### src/rtl/rounding_pkg.sv
// rounding_pkg: shared defaults and state type for the rounding divider / interpolating upscaler pair
//   DIV_LOG2_DEF   log2 of the scale factor (and of beats per input sample)
//   OUT_WIDTH_DEF  width of the quantized sample
//   interp_state_e upscaler FSM states
package rounding_pkg;
    localparam int DIV_LOG2_DEF  = 3;
    localparam int OUT_WIDTH_DEF = 8;
    typedef enum logic {IDLE, RAMP} interp_state_e;
endpackage

### src/rtl/interp_upscaler.sv
// interp_upscaler: rebuilds an IN_WIDTH stream from OUT_WIDTH samples, 2^DIV_LOG2 beats per sample,
// linearly ramping from (prev<<DIV_LOG2) towards (cur<<DIV_LOG2).
//   clk      rising-edge clock
//   rst      asynchronous active-low reset
//   clear    synchronous flush: abort ramp, zero history, blocks s_ready
//   s_valid / s_ready / s_data   quantized input sample stream
//   m_valid / m_ready / m_data   reconstructed output beat stream
module interp_upscaler
    import rounding_pkg::*;
#(
    parameter int DIV_LOG2  = DIV_LOG2_DEF,
    parameter int OUT_WIDTH = OUT_WIDTH_DEF,
    parameter int IN_WIDTH  = OUT_WIDTH + DIV_LOG2
) (
    input  logic                 clk,
    input  logic                 rst,
    input  logic                 clear,
    input  logic                 s_valid,
    output logic                 s_ready,
    input  logic [OUT_WIDTH-1:0] s_data,
    output logic                 m_valid,
    input  logic                 m_ready,
    output logic [IN_WIDTH-1:0]  m_data
);
    interp_state_e        state_q, state_d;
    logic [OUT_WIDTH-1:0] prev_q, prev_d, cur_q, cur_d, base;
    logic [OUT_WIDTH:0]   delta_q, delta_d;
    logic [IN_WIDTH:0]    acc_q, acc_d;
    logic [DIV_LOG2-1:0]  phase_q, phase_d;
    logic                 last, accept;

    assign last    = (state_q == RAMP) && (&phase_q);
    assign accept  = s_valid && s_ready;
    // A sample taken on the last beat must ramp from cur, since prev only catches up at that edge.
    assign base    = (state_q == RAMP) ? cur_q : prev_q;
    assign m_valid = (state_q == RAMP);
    assign m_data  = acc_q[IN_WIDTH-1:0];

    always_comb begin
        s_ready = !clear && ((state_q == IDLE) || (last && m_ready));
        state_d = state_q;
        prev_d  = prev_q;
        cur_d   = cur_q;
        delta_d = delta_q;
        acc_d   = acc_q;
        phase_d = phase_q;
        if (clear) begin
            state_d = IDLE;
            prev_d  = '0;
            phase_d = '0;
            acc_d   = '0;
        end else begin
            if ((state_q == RAMP) && m_ready) begin
                acc_d   = acc_q + {{DIV_LOG2{delta_q[OUT_WIDTH]}}, delta_q};
                phase_d = phase_q + 1'b1;
                if (last) begin
                    prev_d  = cur_q;
                    state_d = IDLE;
                end
            end
            if (accept) begin
                delta_d = {1'b0, s_data} - {1'b0, base};
                acc_d   = {1'b0, base, {DIV_LOG2{1'b0}}};
                cur_d   = s_data;
                phase_d = '0;
                state_d = RAMP;
            end
        end
    end

    always_ff @(posedge clk or negedge rst) begin
        if (!rst) begin
            state_q <= IDLE;
            prev_q  <= '0;
            cur_q   <= '0;
            delta_q <= '0;
            acc_q   <= '0;
            phase_q <= '0;
        end else begin
            state_q <= state_d;
            prev_q  <= prev_d;
            cur_q   <= cur_d;
            delta_q <= delta_d;
            acc_q   <= acc_d;
            phase_q <= phase_d;
        end
    end

    // Every beat lies between two non-negative endpoints, so the sign bit can never be set.
    assert property (@(posedge clk) disable iff (!rst) (state_q == RAMP) |-> !acc_q[IN_WIDTH]);
endmodule

### config.mk
export PLATFORM = sky130hd
export DESIGN_NAME = interp_upscaler
export DESIGN_NICKNAME = d
export VERILOG_FILES = /design/src/rtl/rounding_pkg.sv /design/src/rtl/interp_upscaler.sv
export SDC_FILE = /design/constraint.sdc
export NUM_CORES = 1
export LEC_CHECK = 0
export BUFFER_PORTS_ARGS = -buffer_cell sky130_fd_sc_hd__buf_2
export CORE_UTILIZATION = 53
export CTS_CLUSTER_DIAMETER = 200
export DETAILED_ROUTE_END_ITERATION = 16
export MAX_ROUTING_LAYER = met4
export PLACE_DENSITY = 0.84
export SYNTH_ARGS = -nofsm -noshare
export SYNTH_HDL_FRONTEND = slang
export SYNTH_SLANG_ARGS = --single-unit
### constraint.sdc
create_clock -name clk -period 1.9 [get_ports clk]
set_input_delay 0.38 -clock clk [delete_from_list [all_inputs] [get_ports clk]]
set_output_delay 0.38 -clock clk [all_outputs]
set_load 0.05 [all_outputs]
==> impl_metrics.json, run 1 <==
{
  "outcome": "finished with violations",
  "violations": "negative setup slack",
  "setup_ws_ns": -0.1913,
  "nets": 377,
  "cts_buffer_depth": 2,
  "ir_drop_v": 0.0006216,
  "cts.sinks": 40,
  "crit_buf_inv": 0,
  "antenna_found_initial": 0,
  "hold_viol": 0,
  "use_met1_pct": 35.63,
  "r2r_setup_slack_ns": -0.19,
  "rsz0062_at_grt": "true",
  "critPathLaunch": "m_valid",
  "end_kind": "flop",
  "port_buffers": 25,
  "power.internal_mw": 2.234,
  "hp-class": "primary input to asynchronous set/reset pin",
  "finalSetupViolations": 12,
  "p_seq_share_pct": 31.8,
  "grt_pass1_wl_um": 10650,
  "layout-drive-gt1-share_pct": 41.69,
  "grtUsageMet3_pct": 4.782,
  "fill_cells": 271,
  "path_cells": "mux2_4 -> ha_4 -> fa_2 -> nor2b_1 -> o21ai_1 -> nand2b_1 -> a31oi_2 -> o21ai_1 -> a31oi_1",
  "drtIter0Drc": 130,
  "endpoint": "delta_q[8]",
  "yosysTopAreaCell": "dfrtp_1",
  "wirelength_um": 6303,
  "yosysTopAreaCellShare_pct": 39.31,
  "globalplace.congestion": 0.8912,
  "p_sw_mw": 1.362,
  "slowest_delay_ns": 0.46,
  "required_ns": 2.08,
  "via_per_inst": 5.570,
  "p_leak_nw": 1.720,
  "reg2regPathDepth": 9,
  "relSlewSlack_pct": 65.37,
  "r2r-start": "m_valid",
  "syn-instance-count": 264,
  "chipWidth_um": 71.31,
  "finalClockSkew_ns": 0.009999,
  "core_area_mm2": 0.004474,
  "maxCapViolCount": 0,
  "tns_ns": -1.052,
  "die_area_mm2": 0.005085,
  "antenna_cells": 0,
  "grt_pass1_vias": 2245,
  "final_cells": 395,
  "cp_slowest_cell": "dfrtp_2",
  "crit_path_start_kind": "flop",
  "fmax_ghz": 0.4782,
  "drc": 0,
  "globalRouteOverflowTotal": 0,
  "vias": 2200,
  "combPwrFrac_pct": 46.7,
  "period_minus_slack_ns": 2.091,
  "grt_max_degree": 41,
  "cts_tree": "yes",
  "areaGrowthSynthToFinish_pct": 37.35,
  "crit_arrival_ns": 2.27,
  "pre_cts_slack_ns": -0.1526,
  "rr_endpoint": "delta_q[8]",
  "cts.clk_slew.worst_paths_ns": 0.09,
  "synth.net_count": 299,
  "crit_type": "flop to flop",
  "ys.warnings.count": 0,
  "wl_per_cell_um": 15.96,
  "switching_share_pct": 37.87,
  "path_depth": 9,
  "top_usage_layer": "met2",
  "final_max_slew_viol_count": 0,
  "syn-cell-area_mm2": 0.002546,
  "place_inst": 374,
  "worstPathMaxFanout": 4,
  "track_usage_pct": 28.14,
  "clock_power_share_pct": 21.5,
  "holdWs_ns": 0.1320,
  "drt-pass1-iter-count": 4,
  "path_delay_family": "adder cells",
  "syn_area_per_cell_um2": 9.645,
  "htreeDepth": 2,
  "tightest_slew_ns": 0.5195,
  "rows": 24,
  "grt_use_met2_pct": 46.67,
  "synthArstFlopShare_pct": 100.0,
  "synth-seq-cells": 40,
  "hold_buffers": 0,
  "cts_buffers": 5,
  "clock_latency_ns": 0.30,
  "cp_common_cell": "o21ai_1",
  "synth_cell_types": 55,
  "synthFlopType": "dfrtp_1",
  "ios": 26,
  "synth_edf_count": 0,
  "die_h_um": 71.31,
  "finalCritPeriodShare_pct": 110.1,
  "synth-seq-area-share_pct": 39.31,
  "powerDensity_mw_per_mm2": 1028,
  "start_util_pct": 56.91,
  "drtAntennaViolNets": 0,
  "root_buffer": "clkbuf_8",
  "ys_top_cells_by_area": "dfrtp_1 39%, ha_1 9.8%, mux2i_1 7.1%",
  "hpwl_um": 4586
}
power groups by stage:
stage / logic (mW) / clock network (mW) / registers (mW)
after CTS: 1.59 / 0.779 / 1.14
after floorplan: 0.871 / 0 / 1.34
after global placement: 1.47 / 0 / 1.15
after detailed placement: 1.52 / 0 / 1.16
after global routing: 1.82 / 0.818 / 1.17
final: 1.68 / 0.772 / 1.14
stage by stage:
step / instance area (um2) / util [%] / power, mW
after global routing: 3497 / 78.16 / 3.807
after detailed placement: 3174 / 70.95 / 2.677
after global placement: 3174 / 70.95 / 2.622
after CTS: 3387 / 75.70 / 3.515
final: 3497 / 78.16 / 3.596
after floorplan: 2721 / - / 2.208
synthesized netlist by cell type (all sizes together) (2+ instances only):
cell     n
a211oi   3
a21o     3
a21oi    9
a22o     4
a311oi   2
a31oi    4
and2     2
and3     3
buf      8
dfrtp   40
fa       2
ha      20
inv     12
mux2     4
mux2i   18
nand2   34
nand3    8
nand4    2
nor2    27
nor2b    4
nor3     3
o211ai   3
o21ai   20
o221ai   2
o311ai   2
xnor2    8
xor2     2
worst min-delay path by stage:
stage	slack, ns	end	start	depth (start not counted)
after global routing	0.16	acc_q[1]	rst	2
after global placement	0.47	phase_q[2]	rst	2
after floorplan	0.08	acc_q[0]	rst	0
after CTS	0.16	phase_q[2]	rst	2
after detailed placement	0.48	phase_q[2]	rst	2
final	0.13	phase_q[2]	rst	2
final cells by class:
| class | instances | area, um2 | area share, % |
|---|---|---|---|
| Timing Repair Buffer | 80 | 564.3 | 16.14 |
| Tap cell | 52 | 65.06 | 1.860 |
| Clock buffer | 7 | 96.34 | 2.755 |
| Inverter | 12 | 45.04 | 1.288 |
| Clock inverter | 1 | 30.03 | 0.8587 |
| Multi-Input combinational cell | 203 | 1683 | 48.12 |
| Sequential cell | 40 | 1013 | 28.98 |
flip-flops by register name, indices dropped and copies added (netlist names):
name and cells:
acc_q 11, cur_q 8, delta_q 9, m_valid 1
phase_q 3, prev_q 8
metal layers:
metal  wire length [um]  vias to the layer above  part of all wire, %
li1                   -                     1103                    -
met1               2816                     1032                   45
met2               3085                       49                   49
met3                249                       16                  4.0
met4                152                        0                  2.4
met5                  0                        -                    0
layout by cell type, fill, tap and decap left out, drive strengths merged, types with 3 or more instances in the layout:
cell type	instances
a211oi	3
a21o	3
a21oi	9
a22o	4
a31oi	4
and3	3
buf	80
clkbuf	7
dfrtp	40
ha	20
inv	12
mux2	4
mux2i	18
nand2	34
nand3	8
nor2	27
nor2b	4
nor3	3
o211ai	3
o21ai	20
xnor2	8
what timing repair did:
action	in CTS	in global routing
endpoints found under the hold margin	0	0
setup endpoints to repair	11	14
setup buffers	6	7
pin swaps	15	15
gates resized for setup	11	13
kinds of logic after synthesis:
group,after synthesis,synth area share (%)
AND/OR/NAND/NOR,88,16.56
AO/OA/AOI/OAI,61,16.36
flip-flops,40,39.31
multiplexers,22,8.992
adder cells (fa/ha/maj),22,11.40
buffers and inverters,21,3.931
XOR/XNOR,10,3.440
Power figures use the tool's default switching activity.
==> inputs of run 2 (changes only) <==
--- a/config.mk
+++ b/config.mk
@@ -8,3 +8,5 @@
 export BUFFER_PORTS_ARGS = -buffer_cell sky130_fd_sc_hd__buf_2
+export CORE_MARGIN = 5
 export CORE_UTILIZATION = 53
+export CTS_BUF_LIST = sky130_fd_sc_hd__clkbuf_16
 export CTS_CLUSTER_DIAMETER = 200
==> constraint.sdc (replaced) <==
create_clock -name clk -period 1.9 [get_ports clk]
set_input_delay 0.57 -clock clk [delete_from_list [all_inputs] [get_ports clk]]
set_output_delay 0.57 -clock clk [all_outputs]
set_load 0.05 [all_outputs]
==> impl_metrics.json, run 2 (synthesis results as in run 1) <==
{
  "outcome": "finished with violations",
  "violations": "negative setup slack",
  "clock_latency_ns": 0.29,
  "hold_viol": 0,
  "power.total_mw": 4.034,
  "largest_reg_flops": 11,
  "crit_path_start_kind": "flop",
  "finalCritPeriodShare_pct": 112.2,
  "ir_drop_v": 0.0006934,
  "drc": 0,
  "hp-class": "primary input to asynchronous set/reset pin",
  "cts_buffers": 5,
  "hpwl_um": 4889,
  "grt_pass1_wl_um": 12390,
  "drtIter0Drc": 196,
  "cp_slowest_cell": "dfrtp_2",
  "wirelength_um": 8106,
  "nets": 386,
  "drt-pass1-iter-count": 4,
  "setup_ws_ns": -0.2326,
  "htreeDepth": 2,
  "required_ns": 2.07,
  "die_h_um": 79.31,
  "fmax_ghz": 0.4689,
  "areaGrowthSynthToFinish_pct": 45.90,
  "grt_max_degree": 15,
  "die_area_mm2": 0.006290,
  "largest-register": "acc_q",
  "cts.clk_slew.worst_paths_ns": 0.07,
  "top_regs": "acc_q x11, delta_q x9",
  "core_area_mm2": 0.004692,
  "cts_tree": "yes",
  "root_buffer": "clkbuf_16",
  "grt_pass1_vias": 2573,
  "path_cells": "ha_4 -> fa_2 -> a21oi_2 -> nand4b_1 -> and2_4 -> nor2b_4 -> xnor2_1 -> a221o_1",
  "drtAntennaViolNets": 0,
  "ios": 26,
  "finalClockSkew_ns": 0.007182,
  "antenna_cells": 0,
  "end_kind": "flop",
  "final_max_slew_viol_count": 0,
  "cts_buffer_depth": 2,
  "vias": 2476,
  "start_util_pct": 54.27,
  "chipWidth_um": 79.31,
  "port_buffers": 25,
  "globalRouteOverflowTotal": 0,
  "layout.cells.most_common_list": "58 x buf_4, 34 x nand2_1, 30 x dfrtp_1, 24 x buf_2, 22 x nor2_1",
  "layout-drive-gt1-share_pct": 46.31,
  "maxCapViolCount": 0,
  "via_per_inst": 6.099,
  "period_minus_slack_ns": 2.133,
  "worstPathMaxFanout": 3,
  "wl_per_cell_um": 19.97,
  "finalSetupViolations": 11,
  "rsz0062_at_grt": "true",
  "antenna_found_initial": 0,
  "track_usage_pct": 26.39,
  "crit_type": "flop to flop",
  "final_util_pct": 79.17,
  "tightest_slew_ns": 0.3405,
  "p_leak_nw": 1.821,
  "globalplace.congestion": 0.8984,
  "final_common_cell": "buf_4",
  "slowest_delay_ns": 0.42,
  "powerDensity_mw_per_mm2": 1086,
  "cts.sinks": 40,
  "relSlewSlack_pct": 77.30,
  "crit_arrival_ns": 2.30,
  "rows": 25
}
## run 2: changes by cell type in the layout (fill, tap and decap cells not counted), sizes merged
cell	delta
clkinv	+1
inv	+1
buf	+9
clkbuf	-2
## run 2: metrics by stage
step | worst slack [ns] | hold slack, ns | TNS (ns) | instances | area [um2]
after global routing | -0.3111 | 0.1932 | -2.593 | 406 | 3715
after global placement | -0.1100 | 0.4782 | -0.6027 | 387 | 3264
after detailed placement | -0.1765 | 0.4874 | -0.8960 | 387 | 3264
after CTS | -0.1914 | 0.1856 | -1.204 | 403 | 3542
after floorplan | -0.3089 | 0.2744 | -1.718 | 264 | 2726
final | -0.2326 | 0.1754 | -1.778 | 406 | 3715
## run 2: area by class of cell
type                            instances  area, um2
Timing Repair Buffer                   89      643.1
Clock inverter                          3      38.79
Tap cell                               54      67.56
Clock buffer                            5      125.1
Fill cell                             266      977.2
Sequential cell                        40       1013
Multi-Input combinational cell        203       1782
Inverter                               12      45.04
## run 2: metal layers
| metal | GRT usage, % | up-vias | part of all wire, % | wire length [um] |
|---|---|---|---|---|
| met5 | - | - | 0 | 0 |
| met4 | 9.966 | 0 | 2.6 | 213 |
| met2 | 45.88 | 88 | 52 | 4255 |
| met3 | 6.576 | 21 | 5.6 | 455 |
| met1 | 29.20 | 1248 | 39 | 3181 |
| li1 | - | 1119 | - | - |
## run 2: path summary, 6_finish.rpt
| check | startpoint | to | slack (ns) | cells after the start |
|---|---|---|---|---|
| min | rst | phase_q[2] | 0.18 | 1 |
| min reg2reg | cur_q[4] | cur_q[4] | 0.50 | 2 |
| min in group clk | s_data[4] | cur_q[4] | 0.50 | 3 |
| max in group asynchronous | rst | acc_q[9] | 1.18 | 2 |
| max | acc_q[0] | acc_q[6] | -0.23 | 8 |
| max reg2reg | acc_q[0] | acc_q[6] | -0.23 | 8 |
## run 2: critical path: cells and delay by family, from the launching register on
kind,cells,cell delay (ns)
xor gates and xnor gates,1,0.06
and+or+nand+nor,3,0.54
adders and majority gates,2,0.52
DFF,1,0.42
AOI/OAI and AO/OA,2,0.46
## run 2: where the power goes
part	switching, mW	internal (mW)
clock	0.358	0.613
combinational	1.03	0.861
sequential	0.167	1.00
total	1.56	2.48
## run 2: timing repair
action,in CTS,in global routing
resized for setup,17,30
hold buffers,0,0
pin swaps,14,20
cloned,0,0
setup endpoints to repair,11,19
buffers inserted,8,6
==> inputs of run 3 (changes only) <==
CORE_UTILIZATION = 45   (was 53)
PLACE_DENSITY = 0.74   (was 0.84)
SLEW_MARGIN = 20   (was default)
==> impl_metrics.json, run 3 (synthesis results as in run 1) <==
{
  "outcome": "finished with violations",
  "violations": "negative setup slack",
  "fill_cells": 401,
  "grt_max_degree": 41,
  "crit_arrival_ns": 2.28,
  "combPwrFrac_pct": 47.6,
  "end_kind": "flop",
  "port_buffers": 25,
  "clock_power_share_pct": 21.9,
  "crit_buf_inv": 0,
  "period_minus_slack_ns": 2.105,
  "vias": 2270,
  "cp_slowest_cell": "dfrtp_2",
  "p_leak_nw": 1.794,
  "power.total_mw": 3.778,
  "setup_ws_ns": -0.2046,
  "path_cells": "ha_4 -> fa_2 -> a21oi_2 -> nand4b_1 -> and2_4 -> nor2b_4 -> xnor2_1 -> a221o_1",
  "dpl_cell_area_mm2": 0.003267,
  "p_seq_share_pct": 30.5,
  "hp-class": "primary input to asynchronous set/reset pin",
  "chipWidth_um": 85.22,
  "drc": 0,
  "r2r_setup_slack_ns": -0.20,
  "relSlewSlack_pct": 65.21,
  "place_inst": 404,
  "ios": 26,
  "powerDensity_mw_per_mm2": 1035,
  "largest-register": "acc_q",
  "layout.cells.most_common_list": "62 x buf_4, 34 x nand2_1, 30 x dfrtp_1, 24 x buf_2, 23 x nor2_1",
  "hpwl_um": 4814,
  "final_max_slew_viol_count": 0,
  "r2r-start": "acc_q[0]",
  "rr_endpoint": "acc_q[6]",
  "largest_reg_flops": 11,
  "pre_cts_slack_ns": -0.1486,
  "ir_drop_v": 0.0006459,
  "rsz0062_at_grt": "true",
  "top_regs": "acc_q x11, delta_q x9",
  "areaGrowthSynthToFinish_pct": 43.29,
  "p_sw_mw": 1.457,
  "crit_type": "flop to flop",
  "worstPathMaxFanout": 3,
  "rows": 27,
  "wl_per_cell_um": 15.82,
  "die_h_um": 85.22,
  "final_cells": 425,
  "root_buffer": "clkbuf_16",
  "crit_path_start_kind": "flop",
  "reg2regPathDepth": 8,
  "tightest_slew_ns": 0.5218,
  "die_area_mm2": 0.007262,
  "drt-pass1-iter-count": 4,
  "fin_area_mm2": 0.003649,
  "core_area_mm2": 0.005507,
  "finalClockSkew_ns": 0.004335,
  "drtIter0Drc": 112,
  "layout-drive-gt1-share_pct": 44.76,
  "via_per_inst": 5.341,
  "clock_latency_ns": 0.28,
  "cts_buffer_depth": 2,
  "cts.clk_slew.worst_paths_ns": 0.06,
  "antenna_cells": 0,
  "cts.sinks": 40,
  "wirelength_um": 6722,
  "globalplace.congestion": 0.9008,
  "globalRouteOverflowTotal": 0,
  "finalSetupViolations": 11,
  "track_usage_pct": 20.23,
  "required_ns": 2.07,
  "grt_pass1_vias": 2396,
  "hold_viol": 0,
  "final_common_cell": "buf_4",
  "power.internal_mw": 2.321,
  "start_util_pct": 46.24,
  "critPathLaunch": "acc_q[0]",
  "nets": 387,
  "grt_pass1_wl_um": 11430,
  "cts_tree": "yes",
  "switching_share_pct": 38.57,
  "cts_buffers": 5,
  "finalCritPeriodShare_pct": 110.8,
  "path_delay_family": "adder cells",
  "final_util_pct": 66.26,
  "slowest_delay_ns": 0.42,
  "htreeDepth": 2,
  "fmax_ghz": 0.4751,
  "maxCapViolCount": 0,
  "antenna_found_initial": 0,
  "drtAntennaViolNets": 0
}
run 3: cell types whose count changed in the layout (fill, tap and decap cells not counted), sizes merged:
cell    before  now
clkinv       1    3
buf         89   90
bufinv       1    0
inv         13   12
run 3: power by group through the flow:
stage	sequential, mW	combinational [mW]	clock, mW
after floorplan	1.34	0.873	0
after global placement	1.15	1.51	0
final	1.15	1.80	0.829
after global routing	1.16	1.94	0.883
after CTS	1.15	1.62	0.844
after detailed placement	1.16	1.55	0
run 3: how the worst max path moves through the flow:
stage | to | slack, ns | cells past startpoint
2_1_floorplan | delta_q[8] | -0.31 | 10
3_5_place_dp | delta_q[8] | -0.15 | 9
5_1_grt | delta_q[8] | -0.27 | 9
6_report | acc_q[6] | -0.20 | 8
3_3_place_gp | delta_q[7] | -0.11 | 8
4_1_cts | delta_q[8] | -0.15 | 9
run 3: metrics by stage:
stage / TNS (ns) / hold WS, ns
3_5_place_dp: -0.8822 / 0.4912
2_1_floorplan: -1.718 / 0.2744
5_1_grt: -2.144 / 0.4002
6_report: -1.113 / 0.3377
3_3_place_gp: -0.5575 / 0.4810
4_1_cts: -0.9053 / 0.3671
run 3: metal layers:
| layer | part of all wire (%) | vias up | track usage [%] |
|---|---|---|---|
| met5 | 0 | - | - |
| met2 | 52 | 36 | 34.18 |
| met1 | 43 | 1098 | 24.56 |
| met4 | 1.6 | 0 | 6.043 |
| met3 | 3.1 | 13 | 3.689 |
| li1 | - | 1123 | - |
run 3: cell type report:
class	instances	area, um2	area share [%]
multi-input combinational	203	1725	47.29
clock inverter	3	18.77	0.5144
inverter	12	45.04	1.235
tap	72	90.09	2.469
sequential	40	1013	27.78
clock buffer	5	125.1	3.429
timing repair buffer	90	630.6	17.28
run 3: timing repair:
action                                  in CTS  in global routing
gates resized for setup                     12                 19
endpoints found under the setup margin      11                 14
hold buffers                                 0                  0
hold endpoints to repair                     0                  0
buffers inserted                             4                 10
pin swaps                                   13                 15
